[config.mk]
export PLATFORM = sky130hd
export DESIGN_NAME = rv32i_sequencer_flat
export DESIGN_NICKNAME = d
export VERILOG_FILES = /design/src/rtl/rv32i_sequencer_if.sv /design/src/rtl/rv32i_sequencer.sv /design/src/flat_wrapper.sv
export SDC_FILE = /design/constraint.sdc
export NUM_CORES = 1
export LEC_CHECK = 0
export ABC_CLOCK_PERIOD_IN_PS = 1000
export BUFFER_PORTS_ARGS = -buffer_cell sky130_fd_sc_hd__buf_2
export CORE_MARGIN = 3
export CORE_UTILIZATION = 24
export DETAILED_ROUTE_END_ITERATION = 12
export PLACE_DENSITY = 0.81
export SETUP_SLACK_MARGIN = 0.02
export SYNTH_ARGS = -nofsm -noshare
export SYNTH_HDL_FRONTEND = slang
export SYNTH_SLANG_ARGS = --single-unit
[constraint.sdc]
create_clock -name vclk -period 1
set_clock_uncertainty 0.15 [all_clocks]
set_input_delay 0.05 -clock vclk [all_inputs]
set_output_delay 0.05 -clock vclk [all_outputs]
set_load 0.02 [all_outputs]
[src/rtl/rv32i_sequencer_if.sv]
// rv32i_sequencer_if: decode inputs and datapath control bundle of the RV32I sequencer.
// master = fetch/datapath side, slave = sequencer.
interface rv32i_sequencer_if #(
  parameter int unsigned N = 32
);
  logic [6:0]   op_code;
  logic [2:0]   func3;
  logic [6:0]   func7;
  logic [N-1:0] rs1_data;
  logic [4:0]   shamt;

  logic         shift_done;
  logic         wr_reg;
  logic         wr_mem;
  logic         alu_src;
  logic         store_sel;
  logic         jump;
  logic         jalr_ctl;
  logic [2:0]   branch;
  logic [2:0]   mux_sel_reg_file;
  logic [3:0]   alu_opcode;
  logic [N-1:0] shift_result;

  modport master (
    output op_code, func3, func7, rs1_data, shamt,
    input  shift_done, wr_reg, wr_mem, alu_src, store_sel, jump, jalr_ctl,
           branch, mux_sel_reg_file, alu_opcode, shift_result
  );

  modport slave (
    input  op_code, func3, func7, rs1_data, shamt,
    output shift_done, wr_reg, wr_mem, alu_src, store_sel, jump, jalr_ctl,
           branch, mux_sel_reg_file, alu_opcode, shift_result
  );
endinterface

[src/rtl/rv32i_sequencer.sv]
// rv32i_sequencer: RV32I control decode plus PC-advance gating.
// SERIAL_SHIFT_EN defined   : SLL/SRL/SRA(I) run on a bit-serial shifter (EXEC -> SHIFT x shamt -> WB).
// SERIAL_SHIFT_EN undefined : shifts retire in one cycle through the ALU; shift_result is tied to 0.
module rv32i_sequencer #(
  parameter int unsigned N = 32
) (
  input  logic             clk,
  input  logic             rst,
  rv32i_sequencer_if.slave bus
);

  localparam logic [6:0] OP_R      = 7'b0110011;
  localparam logic [6:0] OP_I      = 7'b0010011;
  localparam logic [6:0] OP_LOAD   = 7'b0000011;
  localparam logic [6:0] OP_STORE  = 7'b0100011;
  localparam logic [6:0] OP_BRANCH = 7'b1100011;
  localparam logic [6:0] OP_JAL    = 7'b1101111;
  localparam logic [6:0] OP_JALR   = 7'b1100111;
  localparam logic [6:0] OP_LUI    = 7'b0110111;
  localparam logic [6:0] OP_AUIPC  = 7'b0010111;

  localparam logic [3:0] ALU_ADD  = 4'd0;
  localparam logic [3:0] ALU_SUB  = 4'd1;
  localparam logic [3:0] ALU_AND  = 4'd2;
  localparam logic [3:0] ALU_OR   = 4'd3;
  localparam logic [3:0] ALU_XOR  = 4'd4;
  localparam logic [3:0] ALU_SLT  = 4'd5;
  localparam logic [3:0] ALU_SLTU = 4'd6;
  localparam logic [3:0] ALU_SLL  = 4'd7;
  localparam logic [3:0] ALU_SRL  = 4'd8;
  localparam logic [3:0] ALU_SRA  = 4'd9;

  localparam logic [2:0] BR_NONE = 3'b000;
  localparam logic [2:0] BR_BEQ  = 3'b001;
  localparam logic [2:0] BR_BNE  = 3'b010;
  localparam logic [2:0] BR_BLT  = 3'b011;
  localparam logic [2:0] BR_BGE  = 3'b100;
  localparam logic [2:0] BR_UNC  = 3'b101;

  localparam logic [2:0] MUX_ALU   = 3'd0;
  localparam logic [2:0] MUX_LW    = 3'd1;
  localparam logic [2:0] MUX_LBU   = 3'd2;
  localparam logic [2:0] MUX_SHIFT = 3'd4;
  localparam logic [2:0] MUX_PC4   = 3'd5;
  localparam logic [2:0] MUX_IMM   = 3'd6;
  localparam logic [2:0] MUX_AUIPC = 3'd7;

  // ALU operation for R/I-type func3; alt selects SUB (R-type only) or SRA.
  function automatic logic [3:0] alu_of(input logic [2:0] f3, input logic alt);
    logic [3:0] op;
    unique case (f3)
      3'b000:  op = alt ? ALU_SUB : ALU_ADD;
      3'b001:  op = ALU_SLL;
      3'b010:  op = ALU_SLT;
      3'b011:  op = ALU_SLTU;
      3'b100:  op = ALU_XOR;
      3'b101:  op = alt ? ALU_SRA : ALU_SRL;
      3'b110:  op = ALU_OR;
      default: op = ALU_AND;
    endcase
    return op;
  endfunction

  logic       dec_wr_reg, dec_wr_mem, dec_alu_src, dec_store_sel, dec_jump, dec_jalr;
  logic [2:0] dec_branch, dec_mux;
  logic [3:0] dec_alu;
  logic       dec_is_shift;

  // Single-cycle decode of the current instruction fields.
  always_comb begin
    dec_wr_reg    = 1'b0;
    dec_wr_mem    = 1'b0;
    dec_alu_src   = 1'b0;
    dec_store_sel = 1'b0;
    dec_jump      = 1'b0;
    dec_jalr      = 1'b0;
    dec_branch    = BR_NONE;
    dec_mux       = MUX_ALU;
    dec_alu       = ALU_ADD;
    dec_is_shift  = 1'b0;
    case (bus.op_code)
      OP_R: begin
        dec_alu_src  = 1'b1;
        dec_wr_reg   = 1'b1;
        dec_alu      = alu_of(bus.func3, bus.func7[5]);
        dec_is_shift = (bus.func3[1:0] == 2'b01);
      end
      OP_I: begin
        dec_wr_reg   = 1'b1;
        // immediate bits overlap func7, so func7[5] only matters for SRAI
        dec_alu      = alu_of(bus.func3, (bus.func3 == 3'b101) && bus.func7[5]);
        dec_is_shift = (bus.func3[1:0] == 2'b01);
      end
      OP_LOAD: begin
        dec_wr_reg = 1'b1;
        dec_mux    = (bus.func3 == 3'b100) ? MUX_LBU : MUX_LW;
      end
      OP_STORE: begin
        dec_wr_mem    = 1'b1;
        dec_store_sel = (bus.func3 == 3'b000);
      end
      OP_BRANCH: begin
        dec_alu_src = 1'b1;
        dec_alu     = ALU_SUB;
        case (bus.func3)
          3'b000:  dec_branch = BR_BEQ;
          3'b001:  dec_branch = BR_BNE;
          3'b100:  dec_branch = BR_BLT;
          3'b101:  dec_branch = BR_BGE;
          default: dec_branch = BR_NONE;
        endcase
      end
      OP_JAL: begin
        dec_wr_reg = 1'b1;
        dec_branch = BR_UNC;
        dec_mux    = MUX_PC4;
      end
      OP_JALR: begin
        dec_wr_reg = 1'b1;
        dec_branch = BR_UNC;
        dec_mux    = MUX_PC4;
        dec_jump   = 1'b1;
        dec_jalr   = 1'b1;
      end
      OP_LUI: begin
        dec_wr_reg = 1'b1;
        dec_mux    = MUX_IMM;
      end
      OP_AUIPC: begin
        dec_wr_reg = 1'b1;
        dec_mux    = MUX_AUIPC;
      end
      default: ;
    endcase
  end

  logic unused_func7;
  assign unused_func7 = ^{bus.func7[6], bus.func7[4:0]};

`ifdef SERIAL_SHIFT_EN
  typedef enum logic [1:0] {EXEC, SHIFT, WB} state_e;

  state_e       state_q, state_d;
  logic [4:0]   cnt_q, cnt_d;
  logic [N-1:0] shres_q, shres_d;
  logic         right_q, right_d;
  logic         arith_q, arith_d;

  logic       o_shift_done, o_wr_reg, o_wr_mem, o_alu_src, o_store_sel, o_jump, o_jalr;
  logic [2:0] o_branch, o_mux;
  logic [3:0] o_alu;

  // Next-state, shifter datapath and state-dependent control overrides.
  always_comb begin
    state_d      = state_q;
    cnt_d        = cnt_q;
    shres_d      = shres_q;
    right_d      = right_q;
    arith_d      = arith_q;
    o_shift_done = 1'b1;
    o_wr_reg     = dec_wr_reg;
    o_wr_mem     = dec_wr_mem;
    o_alu_src    = dec_alu_src;
    o_store_sel  = dec_store_sel;
    o_jump       = dec_jump;
    o_jalr       = dec_jalr;
    o_branch     = dec_branch;
    o_mux        = dec_mux;
    o_alu        = dec_alu;
    unique case (state_q)
      EXEC: begin
        if (dec_is_shift) begin
          shres_d      = bus.rs1_data;
          cnt_d        = bus.shamt;
          right_d      = bus.func3[2];
          arith_d      = bus.func3[2] & bus.func7[5];
          o_shift_done = 1'b0;
          o_wr_reg     = 1'b0;
          o_mux        = MUX_SHIFT;
          state_d      = (bus.shamt != 5'd0) ? SHIFT : WB;
        end
      end
      SHIFT: begin
        o_shift_done = 1'b0;
        o_wr_reg     = 1'b0;
        o_wr_mem     = 1'b0;
        o_alu_src    = 1'b0;
        o_store_sel  = 1'b0;
        o_jump       = 1'b0;
        o_jalr       = 1'b0;
        o_branch     = BR_NONE;
        o_mux        = MUX_SHIFT;
        o_alu        = ALU_ADD;
        shres_d      = right_q ? {arith_q & shres_q[N-1], shres_q[N-1:1]}
                               : {shres_q[N-2:0], 1'b0};
        cnt_d        = cnt_q - 5'd1;
        if (cnt_q <= 5'd1) state_d = WB;
      end
      WB: begin
        o_shift_done = 1'b1;
        o_wr_reg     = 1'b1;
        o_wr_mem     = 1'b0;
        o_alu_src    = 1'b0;
        o_store_sel  = 1'b0;
        o_jump       = 1'b0;
        o_jalr       = 1'b0;
        o_branch     = BR_NONE;
        o_mux        = MUX_SHIFT;
        o_alu        = ALU_ADD;
        state_d      = EXEC;
      end
      default: state_d = EXEC;
    endcase
  end

  // Sequencer state, shift counter and shift register.
  always_ff @(posedge clk) begin
    if (rst) begin
      state_q <= EXEC;
      cnt_q   <= '0;
      shres_q <= '0;
      right_q <= 1'b0;
      arith_q <= 1'b0;
    end else begin
      state_q <= state_d;
      cnt_q   <= cnt_d;
      shres_q <= shres_d;
      right_q <= right_d;
      arith_q <= arith_d;
    end
  end

  assign bus.shift_done       = o_shift_done;
  assign bus.wr_reg           = o_wr_reg;
  assign bus.wr_mem           = o_wr_mem;
  assign bus.alu_src          = o_alu_src;
  assign bus.store_sel        = o_store_sel;
  assign bus.jump             = o_jump;
  assign bus.jalr_ctl         = o_jalr;
  assign bus.branch           = o_branch;
  assign bus.mux_sel_reg_file = o_mux;
  assign bus.alu_opcode       = o_alu;
  assign bus.shift_result     = shres_q;
`else
  // Without the serial shifter the FSM never leaves EXEC, so it is not built.
  logic unused_serial;
  assign unused_serial = ^{clk, rst, bus.rs1_data, bus.shamt, dec_is_shift};

  assign bus.shift_done       = 1'b1;
  assign bus.wr_reg           = dec_wr_reg;
  assign bus.wr_mem           = dec_wr_mem;
  assign bus.alu_src          = dec_alu_src;
  assign bus.store_sel        = dec_store_sel;
  assign bus.jump             = dec_jump;
  assign bus.jalr_ctl         = dec_jalr;
  assign bus.branch           = dec_branch;
  assign bus.mux_sel_reg_file = dec_mux;
  assign bus.alu_opcode       = dec_alu;
  assign bus.shift_result     = '0;
`endif

endmodule

[src/flat_wrapper.sv]
// flat-port wrapper written by rule: the top's interface ports become plain ports
module rv32i_sequencer_flat 
#(
  parameter int unsigned N = 32
)
  (clk, rst, bus_op_code, bus_func3, bus_func7, bus_rs1_data, bus_shamt, bus_shift_done, bus_wr_reg, bus_wr_mem, bus_alu_src, bus_store_sel, bus_jump, bus_jalr_ctl, bus_branch, bus_mux_sel_reg_file, bus_alu_opcode, bus_shift_result);
  rv32i_sequencer_if #(.N(N)) bus_i ();
  input  logic clk;
  input  logic rst;
  input wire logic [$bits(bus_i.op_code)-1:0] bus_op_code;
  input wire logic [$bits(bus_i.func3)-1:0] bus_func3;
  input wire logic [$bits(bus_i.func7)-1:0] bus_func7;
  input wire logic [$bits(bus_i.rs1_data)-1:0] bus_rs1_data;
  input wire logic [$bits(bus_i.shamt)-1:0] bus_shamt;
  output wire logic [$bits(bus_i.shift_done)-1:0] bus_shift_done;
  output wire logic [$bits(bus_i.wr_reg)-1:0] bus_wr_reg;
  output wire logic [$bits(bus_i.wr_mem)-1:0] bus_wr_mem;
  output wire logic [$bits(bus_i.alu_src)-1:0] bus_alu_src;
  output wire logic [$bits(bus_i.store_sel)-1:0] bus_store_sel;
  output wire logic [$bits(bus_i.jump)-1:0] bus_jump;
  output wire logic [$bits(bus_i.jalr_ctl)-1:0] bus_jalr_ctl;
  output wire logic [$bits(bus_i.branch)-1:0] bus_branch;
  output wire logic [$bits(bus_i.mux_sel_reg_file)-1:0] bus_mux_sel_reg_file;
  output wire logic [$bits(bus_i.alu_opcode)-1:0] bus_alu_opcode;
  output wire logic [$bits(bus_i.shift_result)-1:0] bus_shift_result;
  assign bus_i.op_code = bus_op_code;
  assign bus_i.func3 = bus_func3;
  assign bus_i.func7 = bus_func7;
  assign bus_i.rs1_data = bus_rs1_data;
  assign bus_i.shamt = bus_shamt;
  assign bus_shift_done = bus_i.shift_done;
  assign bus_wr_reg = bus_i.wr_reg;
  assign bus_wr_mem = bus_i.wr_mem;
  assign bus_alu_src = bus_i.alu_src;
  assign bus_store_sel = bus_i.store_sel;
  assign bus_jump = bus_i.jump;
  assign bus_jalr_ctl = bus_i.jalr_ctl;
  assign bus_branch = bus_i.branch;
  assign bus_mux_sel_reg_file = bus_i.mux_sel_reg_file;
  assign bus_alu_opcode = bus_i.alu_opcode;
  assign bus_shift_result = bus_i.shift_result;
  rv32i_sequencer #(.N(N)) u_core (.clk(clk), .rst(rst), .bus(bus_i));
endmodule
# == Yosys cells after proc, flatten, opt, wreduce, memory -nomap -nowiden ==
# Cells that the tools add are included.
# totals
wordCells,36
output_inout_bits,49
inputBits,56
reg_bits,0
# op_classes
n_eq_ne,15
mux,16
n_reduce_logical,5
# op_table
operator,count
$pmux W4 S7,2
$pmux W3 S4,2
$eq A7 B6 Y1 const B,3
$eq A7 B7 Y1 const B,3
$eq A7 B5 Y1 const B,2
$pmux W4 S3,1
$eq A3 B3 Y1 const B,3
$mux W1,9
$eq A7 B2 Y1 const B,1
$reduce_or A7 Y1,1
$eq A3 B2 Y1 const B,2
$pmux W3 S2,1
$reduce_or A2 Y1,2
$eq A3 B1 Y1 const B,1
$logic_not A3 Y1,1
$mux W2,1
$logic_and A1 B1 Y1,1

# == Longest topological paths before layout ==
# Gate-level depths: netlist of the first run.
# logic_depth
ltp_word,5
depth_mapped,4
mapped_depth_nobuf,3

# == Worst setup path before layout of the first run ==
# OpenSTA, ideal clock, no wires.
# synth_path
kind,input port to output port
from,in bus_op_code[2]
to,out bus_store_sel
arrival_time_ns,1.238
stages,3
required_ns,0.800
slack_ns,-0.438
n_path_buf,0
path_cell_list,and4bb_2 > nand2b_1 > nor4b_1
# synth_between
elab_chain_len,2
# synth_rtl
element,line,rtl
"start, declared",flat_wrapper.sv:10,input wire logic [$bits(bus_i.op_code)-1:0] bus_op_code;
$eq A7 B6 Y1,rv32i_sequencer.sv:81,case (bus.op_code)
$mux W1,rv32i_sequencer.sv:81,
"end, declared",flat_wrapper.sv:19,output wire logic [$bits(bus_i.store_sel)-1:0] bus_store_sel;
# Every way passes these cells.

# == Final worst setup path of the first run ==
# layout_path
from,in bus_op_code[2]
to,out bus_mux_sel_reg_file[0]
# layout_between
elab_chain_len,3
elab_cells_between_ends,7
classes_between,5 x eq/ne; 1 x mux; 1 x reduce/logical
# layout_rtl
element,line,rtl
$eq A7 B7 Y1,rv32i_sequencer.sv:81,
$reduce_or A2 Y1 (no source line),-,
$pmux W3 S4 *,rv32i_sequencer.sv:81,
"end, declared",flat_wrapper.sv:23,output wire logic [$bits(bus_i.mux_sel_reg_file)-1:0] bus_mux_sel_reg_file;
# Mark *: on every way between the ends. The rest lies on a longest branch, timed or not.

==> flow_metrics.py, run 1 <==
metrics = {
    "logic_synthesis": {
        "synth_cell_types": 30,
        "yosys_warnings": 0,
        "yosys-top-cells-count": "buf_4, nor2_1, nand3b_1, nand2b_1, nand3_1",
        "seq_area_frac_synth_pct": 0,
        "synth_top_area_cell": "buf_4",
        "yosysMostFrequentCell": "buf_4",
        "yosysTopAreaCellShare_pct": 46.15,
        "avgSynthCellArea_um2": 6.744,
        "netlist_instances": 82,
        "netlist_area_um2": 553.0,
        "synth.top_cells.by_area": "buf_4, nand3b_1, nand2b_1",
    },
    "run": {
        "maxCapViolCount": 0,
    },
    "timing": {
        "setup_viol_count_final": 16,
        "fin_ws_ns": -0.3876,
        "fin_crit_ns": 1.388,
        "tns_ns": -3.554,
        "rsz0062_at_grt": "true",
        "clock.fmax_ghz": 0.7207,
        "drv_slew": 0,
        "final_hold_viol_count": 0,
        "fin_crit_sh_pct": 138.8,
    },
    "place": {
        "place_inst": 147,
        "place_congestion": 0.7117,
        "dp_hpwl_um": 1208,
        "portBuffers": 27,
        "preCtsSetupSlack_ns": -0.3910,
        "placed_area_um2": 750.7,
    },
    "cells_and_area": {
        "nets": 181,
        "nClkBuffers": 0,
        "postLayoutCoreUtil_pct": 46.72,
        "fin_cells": 150,
        "final_area_um2": 963.4,
        "final_layout_size_suffix_gt1_share_pct": 52.03,
        "area_growth_pct": 74.21,
        "antenna_cells_inserted": 0,
        "seq_cells": 0,
        "nFillCells": 205,
        "seqCellArea_um2": 0,
    },
    "detailed_routing": {
        "viasPerCell": 4.053,
        "dr.pass1.iters": 4,
        "dr_total_vias": 608,
        "antenna_left": 0,
        "wl_per_cell_um": 10.26,
        "drc_errors": 0,
        "drtIter0Drc": 6,
        "drt-total-wl_um": 1539,
    },
    "pwr": {
        "power_density_mw_per_mm2": 333.9,
        "ir_worst_vdd_mv": 0.1404,
        "power_leakage_nw": 0.4852,
    },
    "floorplan": {
        "die_height_um": 54.01,
        "core_mm2": 0.002062,
        "ios": 105,
        "fp.dieW_um": 54.01,
        "dieArea_mm2": 0.002917,
        "start_util_pct": 26.82,
        "row_count": 16,
    },
    "worst_hold_path": {
        "hold_path_class": "input pin to output port",
        "hold_start": "bus_op_code[3]",
        "hold_path_depth": 4,
    },
    "setup_path": {
        "crit_required_ns": 0.80,
        "path_class": "input pin to output port",
        "start_kind": "input pin",
        "endpoint_kind": "output port",
        "path_max_fanout": 2,
        "cp.arrival_ns": 1.19,
        "startpoint": "bus_op_code[2]",
    },
    "grt": {
        "grt_max_degree": 9,
        "grt_usage_pct": 9.983,
        "grt_pass1_vias": 524,
        "grt_pass1_wl_um": 2277,
        "overflow": 0,
        "antenna_found_initial": 0,
    },
    "run_status": {
        "violations": "negative setup slack",
        "status": "complete, but fails checks",
    },
}
## power breakdown
| group | total, mW | switching [mW] | internal [mW] |
|---|---|---|---|
| Combinational | 0.322 | 0.206 | 0.115 |
| Clock | 0 | 0 | 0 |
| Sequential | 0 | 0 | 0 |
| Total | 0.322 | 0.206 | 0.115 |
## worst paths after layout
path | end | slack (ns)
worst max-delay path | bus_mux_sel_reg_file[0] | -0.39
worst min-delay path | bus_jalr_ctl | 0.30
## per-stage QoR
step           power, mW  hold slack, ns
2_1_floorplan     0.2797        -0.01846
3_3_place_gp      0.2710          0.3237
3_5_place_dp      0.2730          0.3336
4_1_cts           0.3171          0.2998
5_1_grt           0.3503          0.3191
6_report          0.3217          0.2995
## timing repair
action	in CTS	in global routing
hold buffers	0	0
setup buffers	4	1
endpoints found under the setup margin	16	16
resized for setup	41	4
pin swaps	10	7
## per-layer routing
layer,GRT usage (%),part of all wire [%]
met1,12.80,39
met2,19.35,49
met3,0.2770,13
met4,0,0
met5,0,0
## logic make-up after synthesis
group,count (synthesis),share of synthesized area [%]
simple gates,30,33.26
xor+xnor,3,4.752
compound gates,9,10.63
other cells,2,1.358
mux,1,1.810
buf+inv,37,48.19
## area by class of cell
cell class                 count  area, um^2  area share [%]
tap                           27       33.78           3.506
inverter                       1       3.754          0.3896
multi-input combinational     76       515.5           53.51
timing repair buffer          46       410.4           42.60
## placed cells by master, fill, tap and decap left out, drive strengths merged
cell type	n
nor3	1
nand2b	4
o21a	1
nor2	6
or3b	1
and3b	1
o21ai	3
nand3	3
nand4	1
and4bb	1
nor4b	1
conb	33
xnor2	1
o31ai	1
o31a	1
xor2	2
a21o	1
o211ai	1
or3	1
and3	1
a21oi	1
nand2	2
buf	46
nor2b	1
mux2i	1
inv	1
nand3b	5
or4	1
## critical path: stages
cell,delay (ns)
buf_6,0.09
and4bb_2,0.32
or3b_4,0.39
o211ai_1,0.17
buf_4,0.17
(Power assumes the default switching activity.)
==> run 2, diff against run 1 <==
ABC_CLOCK_PERIOD_IN_PS = 1270   (was 1000)
clock period = 1.27 ns   (was 1 ns; I/O delays follow)
==> flow_metrics.py, run 2 (synthesized netlist as in run 1, its figures left out) <==
metrics = {
    "run_status": {
        "status": "complete, but fails checks",
        "violations": "negative setup slack",
    },
    "detailed_routing": {
        "drtIter0Drc": 3,
        "viasPerCell": 3.972,
        "wl_per_cell_um": 10.34,
        "antenna_left": 0,
        "drc_errors": 0,
        "drt-total-wl_um": 1499,
        "dr.pass1.iters": 2,
        "dr_total_vias": 576,
    },
    "floorplan": {
        "die_height_um": 54.01,
        "start_util_pct": 26.82,
        "ios": 105,
        "core_mm2": 0.002062,
        "row_count": 16,
        "fp.dieW_um": 54.01,
        "dieArea_mm2": 0.002917,
    },
    "place": {
        "place_congestion": 0.7630,
        "dp_hpwl_um": 1130,
        "preCtsSetupSlack_ns": -0.1528,
        "portBuffers": 27,
    },
    "pwr": {
        "power_uw": 223.9,
        "power.share.sequential_pct": 0,
        "p_clk_share_pct": 0,
        "internal-power_uw": 69.62,
        "comb_power_share_pct": 100.0,
        "power_leakage_nw": 0.4547,
        "ir_worst_vdd_mv": 0.09293,
        "sw_frac_of_total_pct": 68.91,
        "p_switching_uw": 154.3,
        "power_density_mw_per_mm2": 273.7,
    },
    "timing": {
        "drv_slew": 0,
        "fin_crit_ns": 1.399,
        "clock.fmax_ghz": 0.7150,
        "final_hold_viol_count": 0,
        "fin_ws_ns": -0.1286,
        "fin_crit_sh_pct": 110.1,
        "setup_viol_count_final": 10,
        "tns_ns": -0.4686,
        "rsz0062_at_grt": "true",
    },
    "grt": {
        "antenna_found_initial": 0,
        "grt_pass1_vias": 486,
        "grt_usage_pct": 8.787,
        "grt_pass1_wl_um": 1994,
        "grt_max_degree": 10,
        "overflow": 0,
    },
    "setup_path": {
        "cp.arrival_ns": 1.19,
        "start_kind": "input pin",
        "path_max_fanout": 2,
        "endpoint_kind": "output port",
        "crit_required_ns": 1.06,
        "cp_slowest_stage_delay_ns": 0.38,
        "cp_slowest_cell": "or3b_4",
        "path_cells": "buf_6 -> and4bb_2 -> or3b_4 -> o211ai_1 -> buf_4",
        "path_class": "input pin to output port",
    },
    "run": {
        "maxCapViolCount": 0,
    },
    "cells_and_area": {
        "antenna_cells_inserted": 0,
        "final_layout_size_suffix_gt1_share_pct": 44.07,
        "nClkBuffers": 0,
        "seq_cells": 0,
        "area_growth_pct": 47.96,
        "seqCellArea_um2": 0,
        "nets": 176,
        "final_common_cell": "conb_1",
        "layout_common_cells": "conb_1, buf_4, buf_2",
    },
    "worst_hold_path": {
        "hold_path_class": "input pin to output port",
    },
}
## run 2: cell count changes in the layout (fill, tap and decap cells not counted), moves of 2 or more
cell and change:
buf_12 -2, buf_2 +4, buf_6 -6, nand3_1 +2, nand3_2 -2, nor2_1 +2
## run 2: final timing paths
| path | from | to | slack (ns) | cells after the start |
|---|---|---|---|---|
| worst min-delay path | bus_op_code[3] | bus_jalr_ctl | 0.33 | 4 |
| worst max-delay path | bus_op_code[2] | bus_mux_sel_reg_file[0] | -0.13 | 5 |
## run 2: metal layers
layer | share of wire (%) | global-route usage [%] | wire length, um | vias to the layer above
met3 | 8.5 | 0.2770 | 127 | 0
met4 | 0 | 0 | 0 | 0
li1 | - | - | - | 282
met5 | 0 | 0 | 0 | -
met2 | 55 | 18.35 | 823 | 29
met1 | 37 | 10.19 | 548 | 265
## run 2: repair_timing
item | CTS | global route
buffers inserted | 2 | 1
hold buffers | 0 | 0
endpoints found under the setup margin | 5 | 13
pin swaps | 5 | 4
gates resized for setup | 15 | 20
## run 2: critical path: cells and delay by family
| family | cells | cell delay (ns) |
|---|---|---|
| AO/OA/AOI/OAI | 1 | 0.18 |
| AND/OR/NAND/NOR | 2 | 0.67 |
| buffers and inverters | 2 | 0.26 |
## run 2: cell type report
class	instances	area (um^2)
Multi-Input combinational cell	76	473.0
Timing Repair Buffer	41	307.8
Inverter	1	3.754
Tap cell	27	33.78
Fill cell	218	1244
## run 2: metrics by stage
stage	utilization (%)	cell area (um^2)	std cells	hold slack (ns)
CTS	36.29	748.2	145	0.3178
detailed placement	32.71	674.4	143	0.3168
global placement	32.71	674.4	143	0.3223
floorplan	-	678.2	113	0.02842
global route	39.68	818.3	145	0.3509
finish	39.68	818.3	145	0.3319
## run 2: power groups by stage
stage | Sequential (mW) | Clock, mW | Combinational (mW)
2_1_floorplan | 0 | 0 | 0.214
3_3_place_gp | 0 | 0 | 0.194
3_5_place_dp | 0 | 0 | 0.196
4_1_cts | 0 | 0 | 0.209
5_1_grt | 0 | 0 | 0.244
6_report | 0 | 0 | 0.224
==> run 3, diff against run 2 <==
--- a/constraint.sdc
+++ b/constraint.sdc
@@ -4,2 +4,2 @@
 set_output_delay 0.0635 -clock vclk [all_outputs]
-set_load 0.02 [all_outputs]
+set_load 0.005 [all_outputs]
==> flow_metrics.py, run 3 (synthesized netlist as in run 1, its figures left out) <==
metrics = {
    "run_status": {
        "status": "complete, but fails checks",
        "violations": "negative setup slack",
    },
    "detailed_routing": {
        "viasPerCell": 3.871,
        "wl_met3_um": 148,
        "drc_errors": 0,
        "top_layer": "met3",
        "drt-total-wl_um": 1201,
        "routed-wl-met2_um": 594,
        "antenna_left": 0,
        "wl_met1_um": 458,
        "dr.pass1.iters": 1,
        "wl_per_cell_um": 8.640,
        "drtIter0Drc": 0,
        "dr_total_vias": 538,
    },
    "place": {
        "portBuffers": 27,
        "place_inst": 139,
        "place_congestion": 0.8008,
        "dp_hpwl_um": 1070,
    },
    "setup_path": {
        "path_cells": "buf_6 -> and4bb_2 -> or3b_4 -> o211ai_1 -> buf_2",
        "path_class": "input pin to output port",
        "critPathTopFamily": "simple AND/OR/NAND/NOR gates",
        "start_kind": "input pin",
        "cp_slowest_cell": "or3b_4",
        "crit_required_ns": 1.06,
        "path_buf_inv": 2,
        "endpoint_kind": "output port",
        "cp.arrival_ns": 1.13,
        "path_max_fanout": 2,
        "cp_slowest_stage_delay_ns": 0.38,
    },
    "timing": {
        "setup_viol_count_final": 3,
        "fin_crit_sh_pct": 105.5,
        "fin_crit_ns": 1.340,
        "clock.fmax_ghz": 0.7462,
        "final_hold_viol_count": 0,
        "fin_ws_ns": -0.07018,
        "drv_slew": 0,
        "rsz0062_at_grt": "true",
        "holdWs_ns": 0.2992,
    },
    "pwr": {
        "ir_worst_vdd_mv": 0.08761,
        "power_leakage_nw": 0.3931,
        "power_uw": 127.2,
        "power_density_mw_per_mm2": 191.5,
    },
    "worst_hold_path": {
        "hold_path_depth": 4,
        "min_to": "bus_jalr_ctl",
        "hold_path_class": "input pin to output port",
        "hold_start": "bus_op_code[3]",
    },
    "floorplan": {
        "core_mm2": 0.002062,
        "row_count": 16,
        "fp.dieW_um": 54.01,
        "dieArea_mm2": 0.002917,
        "start_util_pct": 26.82,
        "ios": 105,
        "die_height_um": 54.01,
    },
    "cells_and_area": {
        "fin_cells": 139,
        "seq_cells": 0,
        "seqCellArea_um2": 0,
        "area_growth_pct": 20.14,
        "nClkBuffers": 0,
        "final_layout_size_suffix_gt1_share_pct": 35.71,
        "layout_common_cells": "conb_1, buf_2, buf_4",
        "antenna_cells_inserted": 0,
        "final_common_cell": "conb_1",
        "nets": 170,
    },
    "run": {
        "maxCapViolCount": 0,
    },
    "grt": {
        "grt_max_degree": 10,
        "grt_usage_pct": 7.086,
        "grt_pass1_wl_um": 1662,
        "overflow": 0,
        "grt_pass1_vias": 413,
        "antenna_found_initial": 0,
    },
    "clock_tree": {
        "holdBufCountCts": 0,
    },
}
## run 3: cell count changes in the layout (fill, tap and decap cells not counted), sizes merged
cell and delta:
buf -6
## run 3: how the worst max path moves through the flow
stage,start,endpoint,slack [ns],depth (start not counted)
6_report,bus_op_code[3],bus_mux_sel_reg_file[0],-0.07,5
5_1_grt,bus_op_code[3],bus_mux_sel_reg_file[0],-0.12,5
4_1_cts,bus_op_code[3],bus_mux_sel_reg_file[0],-0.09,5
3_5_place_dp,bus_op_code[2],bus_mux_sel_reg_file[0],-0.12,5
3_3_place_gp,bus_op_code[2],bus_mux_sel_reg_file[0],-0.08,5
2_1_floorplan,bus_op_code[2],bus_mux_sel_reg_file[0],0.09,3
## run 3: what timing repair did
item | CTS | global route
pin swaps | 2 | 1
endpoints found under the setup margin | 3 | 7
buffers inserted | 0 | 0
gates resized for setup | 4 | 2
## run 3: final cells by class
type                       count  area, um^2
inverter                       1       3.754
tap                           27       33.78
timing repair buffer          35       207.7
multi-input combinational     76       419.2
fill                         238        1398
## run 3: per-layer routing
layer  up-vias  global-route usage [%]
met5         -                       0
met4         0                       0
li1        271                       -
met3         0                   1.385
met2        31                   12.90
met1       236                   9.061
## run 3: per-stage QoR
stage / utilization [%] / setup WS, ns / instance area [um^2] / TNS (ns)
6_report: 32.22 / -0.07018 / 664.4 / -0.1126
5_1_grt: 32.22 / -0.1214 / 664.4 / -0.2892
4_1_cts: 31.86 / -0.09256 / 656.9 / -0.1587
3_5_place_dp: 30.83 / -0.1214 / 635.6 / -0.2482
3_3_place_gp: 30.83 / -0.07853 / 635.6 / -0.1213
2_1_floorplan: - / 0.08900 / 669.4 / 0
## run 3: power by group
group / internal (mW) / total [mW] / switching [mW]
registers: 0 / 0 / 0
logic: 0.0559 / 0.127 / 0.0713
clock network: 0 / 0 / 0
## run 3: worst min-delay path, stage by stage
cell and delay, ns:
buf_6 0.07, buf_4 0.10, nor2_1 0.04, buf_2 0.12
